**config.mk**
```make
export PLATFORM = sky130hd
export DESIGN_NAME = serial_adder_flat
export DESIGN_NICKNAME = d
export VERILOG_FILES = /design/src/rtl/serial_adder_pkg.sv /design/src/rtl/serial_adder_if.sv /design/src/rtl/serial_adder_fa.sv /design/src/rtl/serial_adder.sv /design/src/flat_wrapper.sv
export SDC_FILE = /design/constraint.sdc
export NUM_CORES = 1
export LEC_CHECK = 0
export CORE_MARGIN = 2
export CORE_UTILIZATION = 40
export DETAILED_ROUTE_END_ITERATION = 16
export GPL_TIMING_DRIVEN = 0
export PLACE_DENSITY = 0.66
export SKIP_CTS_REPAIR_TIMING = 1
export SLEW_MARGIN = 30
export SYNTH_ARGS = -nofsm -noshare
export SYNTH_HDL_FRONTEND = slang
export SYNTH_SLANG_ARGS = --single-unit
export TNS_END_PERCENT = 20
```
**constraint.sdc**
```tcl
create_clock -name clk -period 2.4 [get_ports clk]
set_input_delay 0.6 -clock clk [delete_from_list [all_inputs] [get_ports clk]]
set_output_delay 0.6 -clock clk [all_outputs]
set_load 0.02 [all_outputs]
```
**src/rtl/serial_adder_pkg.sv**
```systemverilog
// serial_adder_pkg
//   Shared arithmetic definitions for the serial adder datapath: the FSM
//   state encoding and the default operand width. Any block that sequences
//   a bit-serial operation imports this package.
package serial_adder_pkg;

    localparam int DEFAULT_WIDTH = 8;

    typedef enum logic [1:0] {
        IDLE = 2'd0,
        BUSY = 2'd1,
        DONE = 2'd2
    } state_t;

endpackage

```
**src/rtl/serial_adder_if.sv**
```systemverilog
// serial_adder_if
//   Request/response bundle between a controller and serial_adder.
//   master : controller side, drives start, a, b, cin, sub.
//   slave  : adder side, drives busy, done, sum, cout, ovf.
interface serial_adder_if
    import serial_adder_pkg::*;
#(
    parameter int WIDTH = DEFAULT_WIDTH
);

    logic             start;
    logic [WIDTH-1:0] a;
    logic [WIDTH-1:0] b;
    logic             cin;
    logic             sub;
    logic             busy;
    logic             done;
    logic [WIDTH-1:0] sum;
    logic             cout;
    logic             ovf;

    modport master (
        output start, a, b, cin, sub,
        input  busy, done, sum, cout, ovf
    );

    modport slave (
        input  start, a, b, cin, sub,
        output busy, done, sum, cout, ovf
    );

endinterface

```
**src/rtl/serial_adder_fa.sv**
```systemverilog
// full_adder_cell
//   One-bit full adder assembled from two half-adder stages and an OR that
//   merges their carries. Purely combinational; meant to be shared by the
//   serial adder and any future parallel adder.
//   Ports: a, b, ci (inputs) -> s (sum bit), co (carry out).
module full_adder_cell (
    input  logic a,
    input  logic b,
    input  logic ci,
    output logic s,
    output logic co
);

    logic s1;   // first half adder: a + b
    logic c1;
    logic c2;   // second half adder: s1 + ci

    assign s1 = a ^ b;
    assign c1 = a & b;
    assign s  = s1 ^ ci;
    assign c2 = s1 & ci;
    assign co = c1 | c2;

endmodule

```
**src/rtl/serial_adder.sv**
```systemverilog
// serial_adder
//   Bit-serial adder/subtractor. Operands are consumed LSB first through a
//   single full_adder_cell and a carry flop, one bit per clock, so a
//   WIDTH-bit operation takes WIDTH busy cycles plus one done cycle.
//   Ports:
//     clk  - rising-edge clock
//     rst  - synchronous active-high reset, overrides everything
//     bus  - serial_adder_if.slave: start/a/b/cin/sub in,
//            busy/done/sum/cout/ovf out (all outputs registered)
module serial_adder
    import serial_adder_pkg::*;
#(
    parameter int WIDTH = DEFAULT_WIDTH
) (
    input  logic          clk,
    input  logic          rst,
    serial_adder_if.slave bus
);

    localparam int CNT_W = $clog2(WIDTH + 1);

    state_t           state;
    state_t           state_nx;

    logic [WIDTH-1:0] ra;
    logic [WIDTH-1:0] rb;
    logic [WIDTH-1:0] sum_r;
    logic [WIDTH-1:0] sum_nx;
    logic             carry;
    logic [CNT_W-1:0] cnt;
    logic             cout_r;
    logic             ovf_r;

    logic             s_bit;
    logic             c_bit;
    logic             last_bit;
    logic             load;

    full_adder_cell u_fa (
        .a  (ra[0]),
        .b  (rb[0]),
        .ci (carry),
        .s  (s_bit),
        .co (c_bit)
    );

    assign last_bit = (cnt == CNT_W'(WIDTH - 1));
    // A request is only accepted when no operation is in flight; DONE also
    // accepts so back-to-back requests lose no cycle.
    assign load     = bus.start && (state == IDLE || state == DONE);

    // ---------------- FSM: state register ----------------
    always_ff @(posedge clk) begin
        if (rst) state <= IDLE;
        else     state <= state_nx;
    end

    // ---------------- FSM: next state ----------------
    always_comb begin
        state_nx = state;
        case (state)
            IDLE:    if (bus.start) state_nx = BUSY;
            BUSY:    if (last_bit)  state_nx = DONE;
            DONE:    state_nx = bus.start ? BUSY : IDLE;
            default: state_nx = IDLE;
        endcase
    end

    // ---------------- FSM: outputs ----------------
    always_comb begin
        bus.busy = 1'b0;
        bus.done = 1'b0;
        case (state)
            BUSY:    bus.busy = 1'b1;
            DONE:    bus.done = 1'b1;
            default: ;
        endcase
    end

    // Result register fills from the top, so after WIDTH shifts bit 0 of
    // the operands has landed in bit 0 of the result.
    always_comb begin
        sum_nx            = sum_r >> 1;
        sum_nx[WIDTH-1]   = s_bit;
    end

    // ---------------- datapath ----------------
    always_ff @(posedge clk) begin
        if (rst) begin
            ra     <= '0;
            rb     <= '0;
            sum_r  <= '0;
            carry  <= 1'b0;
            cnt    <= '0;
            cout_r <= 1'b0;
            ovf_r  <= 1'b0;
        end else if (load) begin
            // Subtraction is a + ~b + 1: invert b and seed the carry.
            ra    <= bus.a;
            rb    <= bus.sub ? ~bus.b : bus.b;
            carry <= bus.sub ? 1'b1 : bus.cin;
            cnt   <= '0;
        end else if (state == BUSY) begin
            ra    <= ra >> 1;
            rb    <= rb >> 1;
            carry <= c_bit;
            sum_r <= sum_nx;
            cnt   <= cnt + CNT_W'(1);
            if (last_bit) begin
                cout_r <= c_bit;
                // On the MSB, 'carry' is the carry into the sign bit.
                ovf_r  <= carry ^ c_bit;
            end
        end
    end

    assign bus.sum  = sum_r;
    assign bus.cout = cout_r;
    assign bus.ovf  = ovf_r;

endmodule

```
**src/flat_wrapper.sv**
```systemverilog
// flat-port wrapper written by rule: the top's interface ports become plain ports
module serial_adder_flat import serial_adder_pkg::*;
#(
    parameter int WIDTH = DEFAULT_WIDTH
)
  (clk, rst, bus_start, bus_a, bus_b, bus_cin, bus_sub, bus_busy, bus_done, bus_sum, bus_cout, bus_ovf);
  serial_adder_if #(.WIDTH(WIDTH)) bus_i ();
  input  logic clk;
  input  logic rst;
  input wire logic [$bits(bus_i.start)-1:0] bus_start;
  input wire logic [$bits(bus_i.a)-1:0] bus_a;
  input wire logic [$bits(bus_i.b)-1:0] bus_b;
  input wire logic [$bits(bus_i.cin)-1:0] bus_cin;
  input wire logic [$bits(bus_i.sub)-1:0] bus_sub;
  output wire logic [$bits(bus_i.busy)-1:0] bus_busy;
  output wire logic [$bits(bus_i.done)-1:0] bus_done;
  output wire logic [$bits(bus_i.sum)-1:0] bus_sum;
  output wire logic [$bits(bus_i.cout)-1:0] bus_cout;
  output wire logic [$bits(bus_i.ovf)-1:0] bus_ovf;
  assign bus_i.start = bus_start;
  assign bus_i.a = bus_a;
  assign bus_i.b = bus_b;
  assign bus_i.cin = bus_cin;
  assign bus_i.sub = bus_sub;
  assign bus_busy = bus_i.busy;
  assign bus_done = bus_i.done;
  assign bus_sum = bus_i.sum;
  assign bus_cout = bus_i.cout;
  assign bus_ovf = bus_i.ovf;
  serial_adder #(.WIDTH(WIDTH)) u_core (.clk(clk), .rst(rst), .bus(bus_i));
endmodule
```
**After elaboration in Yosys (flattened, before gate mapping)**

Index checks and enable logic that the tools add are counted.

- Bits in registers: 33
- Output and inout bits: 12

- Multiplexer cells: 14
- Reduce and logical (&&, ||, !) cells: 8
- Add/sub/neg operators: 1
- Bitwise logic cells: 8
- Eq/ne operators: 5

Operators with widths:

| cell | number |
|---|---|
| $mux 8 | 5 |
| $not 8->8 | 1 |
| $mux 1 | 6 |
| $pmux 2 s3 | 1 |
| $add 4x1->4 const B | 1 |
| $eq 4x3->1 const B | 1 |
| $mux 2 | 2 |
| $reduce_and 2->1 | 2 |
| $reduce_and 3->1 | 1 |
| $xor 1x1->1 | 3 |
| $and 1x1->1 | 2 |
| $eq 2x1->1 const B | 1 |
| $eq 2x2->1 const B | 1 |
| $logic_not 2->1 | 1 |
| $ne 2x1->1 const B | 1 |
| $ne 2x2->1 const B | 1 |
| $reduce_bool 2->1 | 1 |
| $reduce_or 2->1 | 1 |
| $logic_and 1x1->1 | 1 |
| $logic_or 1x1->1 | 1 |
| $not 1->1 | 1 |
| $or 1x1->1 | 1 |

**Depth between registers and ports, before layout**

Gate-level depths: netlist (run 1).

- Word-level depth: 5
- Depth in mapped cells: 5

**Modules after synthesis**

Synthesis (run 1) repeated with hierarchy kept, for this count alone.

- Cells, all modules: 163
- Area, all modules: 1415.1 µm²

By module, submodules not included:

| module | cells each | instances | area an instance (µm²) |
|---|---|---|---|
| serial_adder | 162 | 1 | 1395.1 |
| full_adder_cell | 1 | 1 | 20.0 |

**Worst setup path after synthesis (run 1)**

Ideal clock, no wire load.

- Kind: register -> output
- From: reg u_core.state[0]
- To: out bus_busy
- Stages on the path, launching flop included: 4
- Arrival: 0.834 ns
- Data required time: 1.800 ns
- Slack: 0.966 ns
- Buffers on the path: 1
- Cells stage by stage: dfxtp_1 nand2b_4 inv_2 buf_2

- Word-level cells in the longest chain between the ends: 2

Ends and longest elaborated chain:

| what | RTL line | RTL |
|---|---|---|
| start, declared | serial_adder.sv:22 | `state_t state;` |
| start signal, assigned | serial_adder.sv:55 | `else state <= state_nx;` |
| $eq 2x1->1 | serial_adder.sv:73 | `case (state)` |
| $mux 1 | serial_adder.sv:73 |  |
| end, declared | flat_wrapper.sv:15 | `output wire logic [$bits(bus_i.busy)-1:0] bus_busy;` |

No other way between the ends.

**Final worst setup path (run 1)**

Ends and elaborated chain as after synthesis.

==> results of run 1 <==
[layout make-up]
| type | count | area, µm² |
|---|---|---|
| Fill cell | 329 | 1544 |
| Sequential cell | 33 | 660.6 |
| Multi-Input combinational cell | 112 | 656.9 |
| Timing Repair Buffer | 30 | 302.8 |
| Buffer | 14 | 78.83 |
| Tap cell | 46 | 57.56 |
| Clock buffer | 7 | 55.05 |
| Inverter | 2 | 7.507 |
[layout by cell type (no fill, tap or decap), drive strengths merged, types with 2 or more instances in the layout]
cell type | synthesis | layout
dfxtp | 33 | 33
clkdlybuf4s50 | 0 | 29
nor3 | 27 | 27
nand2 | 20 | 20
a21oi | 14 | 14
clkbuf | 5 | 12
o22ai | 11 | 11
xor2 | 9 | 9
buf | 9 | 9
nand3 | 5 | 5
o21ai | 4 | 4
or3 | 3 | 3
and2b | 2 | 2
a22oi | 2 | 2
nand3b | 2 | 2
xnor2 | 2 | 2
nor2 | 2 | 2
mux2i | 2 | 2
nand2b | 2 | 2
inv | 2 | 2
[final timing paths]
check,to,slack (ns)
max,bus_busy,0.24
min,u_core.bus.sum[0],0.47
max reg2reg,u_core.bus.ovf,0.92
min reg2reg,u_core.bus.sum[0],0.47
[stage by stage]
| step | setup slack [ns] | hold slack (ns) | std cells |
|---|---|---|---|
| 2_1_floorplan | 0.9656 | 0.4436 | 161 |
| 3_3_place_gp | 0.2257 | 0.4434 | 237 |
| 3_5_place_dp | 0.1965 | 0.4572 | 237 |
| 4_1_cts | -0.1779 | 0.4715 | 244 |
| 5_1_grt | 0.1419 | 0.4939 | 244 |
| 6_report | 0.2356 | 0.4654 | 244 |
[kinds of logic after synthesis]
kind of cell / share of synthesized area, %
compound gates: 13.99
xor+xnor: 6.863
flops: 47.06
simple gates: 22.19
fa+ha+maj: 2.317
buf+inv: 6.150
mux: 1.426
[worst reg2reg max path, delay by kind of cell (launching register included)]
| kind | cells | cell delay (ns) |
|---|---|---|
| AO/OA/AOI/OAI | 1 | 0.14 |
| XOR/XNOR | 1 | 0.15 |
| adder cells (fa/ha/maj) | 1 | 0.48 |
| flip-flops | 1 | 0.34 |
| AND/OR/NAND/NOR | 1 | 0.30 |
[power groups by stage]
stage	combinational [mW]	clock, mW	sequential, mW
after detailed placement	0.197	0	0.615
after global placement	0.190	0	0.613
after global routing	0.217	0.342	0.607
after CTS	0.197	0.320	0.602
final	0.195	0.312	0.602
after floorplan	0.126	0	0.612
[sequential cells by signal, indices dropped and copies added, names as in the netlist]
signal           flops
u_core.bus.sum       8
u_core.ra            8
u_core.rb            8
u_core.cnt           4
u_core.state         2
u_core.bus.cout      1
u_core.bus.ovf       1
u_core.carry         1
[per-layer routing]
| metal | up-vias | part of all wire, % | global-route usage, % |
|---|---|---|---|
| met3 | 7 | 4.3 | 4.643 |
| li1 | 639 | - | - |
| met1 | 585 | 46 | 21.76 |
| met2 | 26 | 48 | 31.12 |
| met5 | - | 0 | 0 |
| met4 | 0 | 1.8 | 7.337 |
==> impl_metrics.tcl, run 1 <==
set metrics [dict create \
    run_status "finished, final reports clean" \
    finalHoldViolations 0 \
    synth_area_mm2 0.001404 \
    critPathKind "reg2out" \
    min_path_cells 2 \
    syn_inst 161 \
    grt_pass1_vias 1257 \
    p_clk_share_pct 28.1 \
    fin_skew_ns 0.004011 \
    initial_core_util_pct 41.74 \
    netlist_top_cells_count "dfxtp_1 (33), nor3_1 (27), nand2_1 (20)" \
    place_congestion 0.7914 \
    netlist_top_cells_area "dfxtp_1 (47%), nor3_1 (9.6%), xor2_1 (5.6%)" \
    p_sw_share_pct 26.73 \
    yosysSeqAreaShare_pct 47.06 \
    clk_pin_slew_ns 0.09 \
    p_int_uw 812.9 \
    port_buffers 30 \
    cts_made_buffers 5 \
    dr.pass1.iters 4 \
    cts_root_buffer "clkbuf_4" \
    drt-initial-drc-count 57 \
    synth_top_area_cell "dfxtp_1" \
    syn_area_per_cell_um2 8.720 \
    finalCriticalPeriod_ns 2.164 \
    antenna_left 0 \
    drv_slew 0 \
    setup_viol 0 \
    crit_family "buffers and inverters" \
    synth_edf_count 0 \
    crit_chain "nand2b_4, inv_2, buf_2, dlymetal6s2s_1" \
    synth_most_common_cell "dfxtp_1" \
    cts_max_path_buffers 2 \
    cts_max_level 2 \
    final_cell_area_mm2 0.001819 \
    nets 221 \
    clk_latency_ns 0.34 \
    finalWirelength_mm 3.175 \
    cp.arrival_ns 1.56 \
    crit_fanout 10 \
    drcViolationCount 0 \
    insertedDiodeCount 0 \
    synth.distinct_cells 28 \
    grt_usage_pct 18.20 \
    worstMarginPinSlew_ns 0.4766 \
    vias_per_cell 5.152 \
    p_comb_share_pct 17.6 \
    cp-start-kind "flip-flop" \
    max_slew_margin_pct 68.23 \
    hpwl_mm 2.344 \
    die_y_um 63.24 \
    min_from "u_core.bus.sum[0]" \
    core.rowCount 21 \
    power.density_mw_per_mm2 609.8 \
    path_buf_inv 3 \
    die-area_mm2 0.003999 \
    grt_antenna_before_repair 0 \
    syn_nets 184 \
    drv_cap 0 \
    hold_path_class "reg2reg" \
    min_period_over_period_pct 90.18 \
    p_leak_nw 0.6605 \
    final_util_pct 54.09 \
    area_growth_pct 29.59 \
    crit_start "u_core.state[0]" \
    power_mw 1.109 \
    pin_count 33 \
    synth_warnings 0 \
    vdd_ir_drop_max_v 0.0003529 \
    rsz0062_at_grt "no" \
    synth_top_area_share_pct 47.06 \
    synth_top_flop_cell "dfxtp_1" \
    r2r-start "u_core.ra[0]" \
    dr_total_vias 1257 \
    die_w_um 63.24 \
    setup_tns_ns 0 \
    crit_required_ns 1.80 \
    drive_above_1_share_pct 8.586 \
    worstRegToRegCells 4 \
    grt_max_degree 11 \
    cp_num_cells 4 \
    ys_seq_elements 33 \
    slowest_stage "dfxtp_1" \
    cts.sinks 33 \
    worstSetupEndpointType "primary output" \
    power.switching_uw 296.5 \
    maxClockFrequency_mhz 462.0 \
    core_area_mm2 0.003363 \
    wl_per_cell_um 13.01 \
    grt_pass1_wl_mm 5.713 \
    pwr-share-seq_pct 54.3 \
    async_reset_ff_share_pct 0 \
    slowest_delay_ns 0.44 \
    grt-ovfl-total 0 \
    placed_area_mm2 0.001762 \
    cts_tree "done" \
]
(Power assumes the default switching activity.)
==> run 2: changes to the inputs <==
- CORE_UTILIZATION: 40 -> 52
- PLACE_DENSITY: 0.66 -> 0.83
==> run 2 against run 1 <==
Sequential cell count did not move. Utilization rose by 18 points. Fmax barely moved. Clock-buffer cell count did not move. Non-clock buffer count did not move. Critical endpoint unchanged. Clock skew rose by 0.0089 ns.
==> impl_metrics.tcl, run 2 (same netlist as run 1, synthesis figures left out) <==
set metrics [dict create \
    drive_above_1_share_pct 9.548 \
    crit_required_ns 1.80 \
    core.rowCount 18 \
    vias_per_cell 5.642 \
    run_status "finished, final reports clean" \
    die-area_mm2 0.003132 \
    finalCriticalPeriod_ns 2.166 \
    cp.arrival_ns 1.57 \
    fin_skew_ns 0.01294 \
    final_common_cell "dfxtp_1" \
    worstMarginPinSlew_ns 0.4838 \
    place_congestion 0.7968 \
    drt-initial-drc-count 43 \
    finalWirelength_mm 3.216 \
    rsz0062_at_grt "no" \
    cp-start-kind "flip-flop" \
    antenna_left 0 \
    hpwl_mm 2.381 \
    grt_max_degree 11 \
    grt_pass1_vias 1268 \
    nets 221 \
    drv_slew 0 \
    finalHoldViolations 0 \
    mostFrequentLayoutCells "dfxtp_1 (33), clkdlybuf4s50_1 (29), nor3_1 (27)" \
    use_met3_pct 5.116 \
    grt_usage_pct 22.00 \
    dr_total_vias 1292 \
    fill_cells 206 \
    cts_tree "done" \
    core_area_mm2 0.002522 \
    area_growth_pct 29.23 \
    cts_made_buffers 5 \
    cts_max_level 2 \
    min_period_over_period_pct 90.25 \
    power.density_mw_per_mm2 633.1 \
    insertedDiodeCount 0 \
    dr.pass1.iters 4 \
    hold_path_class "reg2reg" \
    clk_latency_ns 0.33 \
    setup_viol 0 \
    setup_ws_ns 0.2339 \
    critPathKind "reg2out" \
    maxClockFrequency_mhz 461.7 \
    setup_tns_ns 0 \
    use_met1_pct 25.40 \
    die_y_um 55.96 \
    drv_cap 0 \
    worstSetupEndpointType "primary output" \
    cts_root_buffer "clkbuf_4" \
    place_ws_ns 0.2226 \
    port_buffers 30 \
    cts.sinks 33 \
    met2_usage_pct 38.66 \
    vdd_ir_drop_max_v 0.0004997 \
    crit_fanout 10 \
    grt_antenna_before_repair 0 \
    wl_per_cell_um 14.04 \
    initial_core_util_pct 55.65 \
    grt-ovfl-total 0 \
    pin_count 33 \
    grt_busiest_layer "met2" \
    max_slew_margin_pct 67.74 \
    cts_max_path_buffers 2 \
    die_w_um 55.96 \
    clk_pin_slew_ns 0.10 \
    drcViolationCount 0 \
    p_leak_nw 0.6705 \
    grt_pass1_wl_mm 5.492 \
]
run 2: cell count changes in the layout (fill, tap and decap cells not counted):
cell and change:
clkbuf_1 -1, clkbuf_8 +1, clkinv_2 +1
run 2: path summary, 6_finish.rpt:
check               startpoint                 to  slack (ns)  depth (start not counted)
min          u_core.bus.sum[4]  u_core.bus.sum[3]        0.47                          2
max            u_core.state[0]           bus_busy        0.23                          4
min reg2reg  u_core.bus.sum[4]  u_core.bus.sum[3]        0.47                          2
max reg2reg       u_core.ra[0]     u_core.bus.ovf        0.90                          4
run 2: metrics by stage:
step	util (%)	cell area (µm²)	power [mW]	instances	hold WS (ns)
6_report	71.92	1814	1.149	229	0.4730
5_1_grt	71.92	1814	1.208	229	0.4923
4_1_cts	71.83	1812	1.151	229	0.4776
3_5_place_dp	69.05	1742	0.8088	221	0.4636
3_3_place_gp	69.05	1742	0.8008	221	0.4428
2_1_floorplan	-	1404	0.7379	161	0.4436
run 2: layer usage:
layer	part of all wire, %	wire (µm)	vias to the layer above
met1	41	1329	611
met5	0	0	-
met4	1.6	50	0
li1	-	-	638
met2	53	1695	36
met3	4.4	140	7
run 2: layout make-up:
| type | instances | area [µm²] | area share, % |
|---|---|---|---|
| clock inverters | 1 | 5.005 | 0.2759 |
| flip-flops and latches | 33 | 660.6 | 36.41 |
| multi-input cells | 112 | 656.9 | 36.21 |
| repair buffers | 30 | 302.8 | 16.69 |
| clock buffers | 7 | 65.06 | 3.586 |
| well taps | 30 | 37.54 | 2.069 |
| inverters | 2 | 7.507 | 0.4138 |
| plain buffers | 14 | 78.83 | 4.345 |
run 2: report_power, final:
part | total, mW | switching [mW] | internal [mW]
logic | 0.195 | 0.100 | 0.0948
registers | 0.602 | 0.0218 | 0.580
clock network | 0.351 | 0.181 | 0.170
run 2: critical path: stages (launching register included):
cell	delay, ns
dfxtp_1	0.44
nand2b_4	0.10
inv_2	0.17
buf_2	0.27
dlymetal6s2s_1	0.26
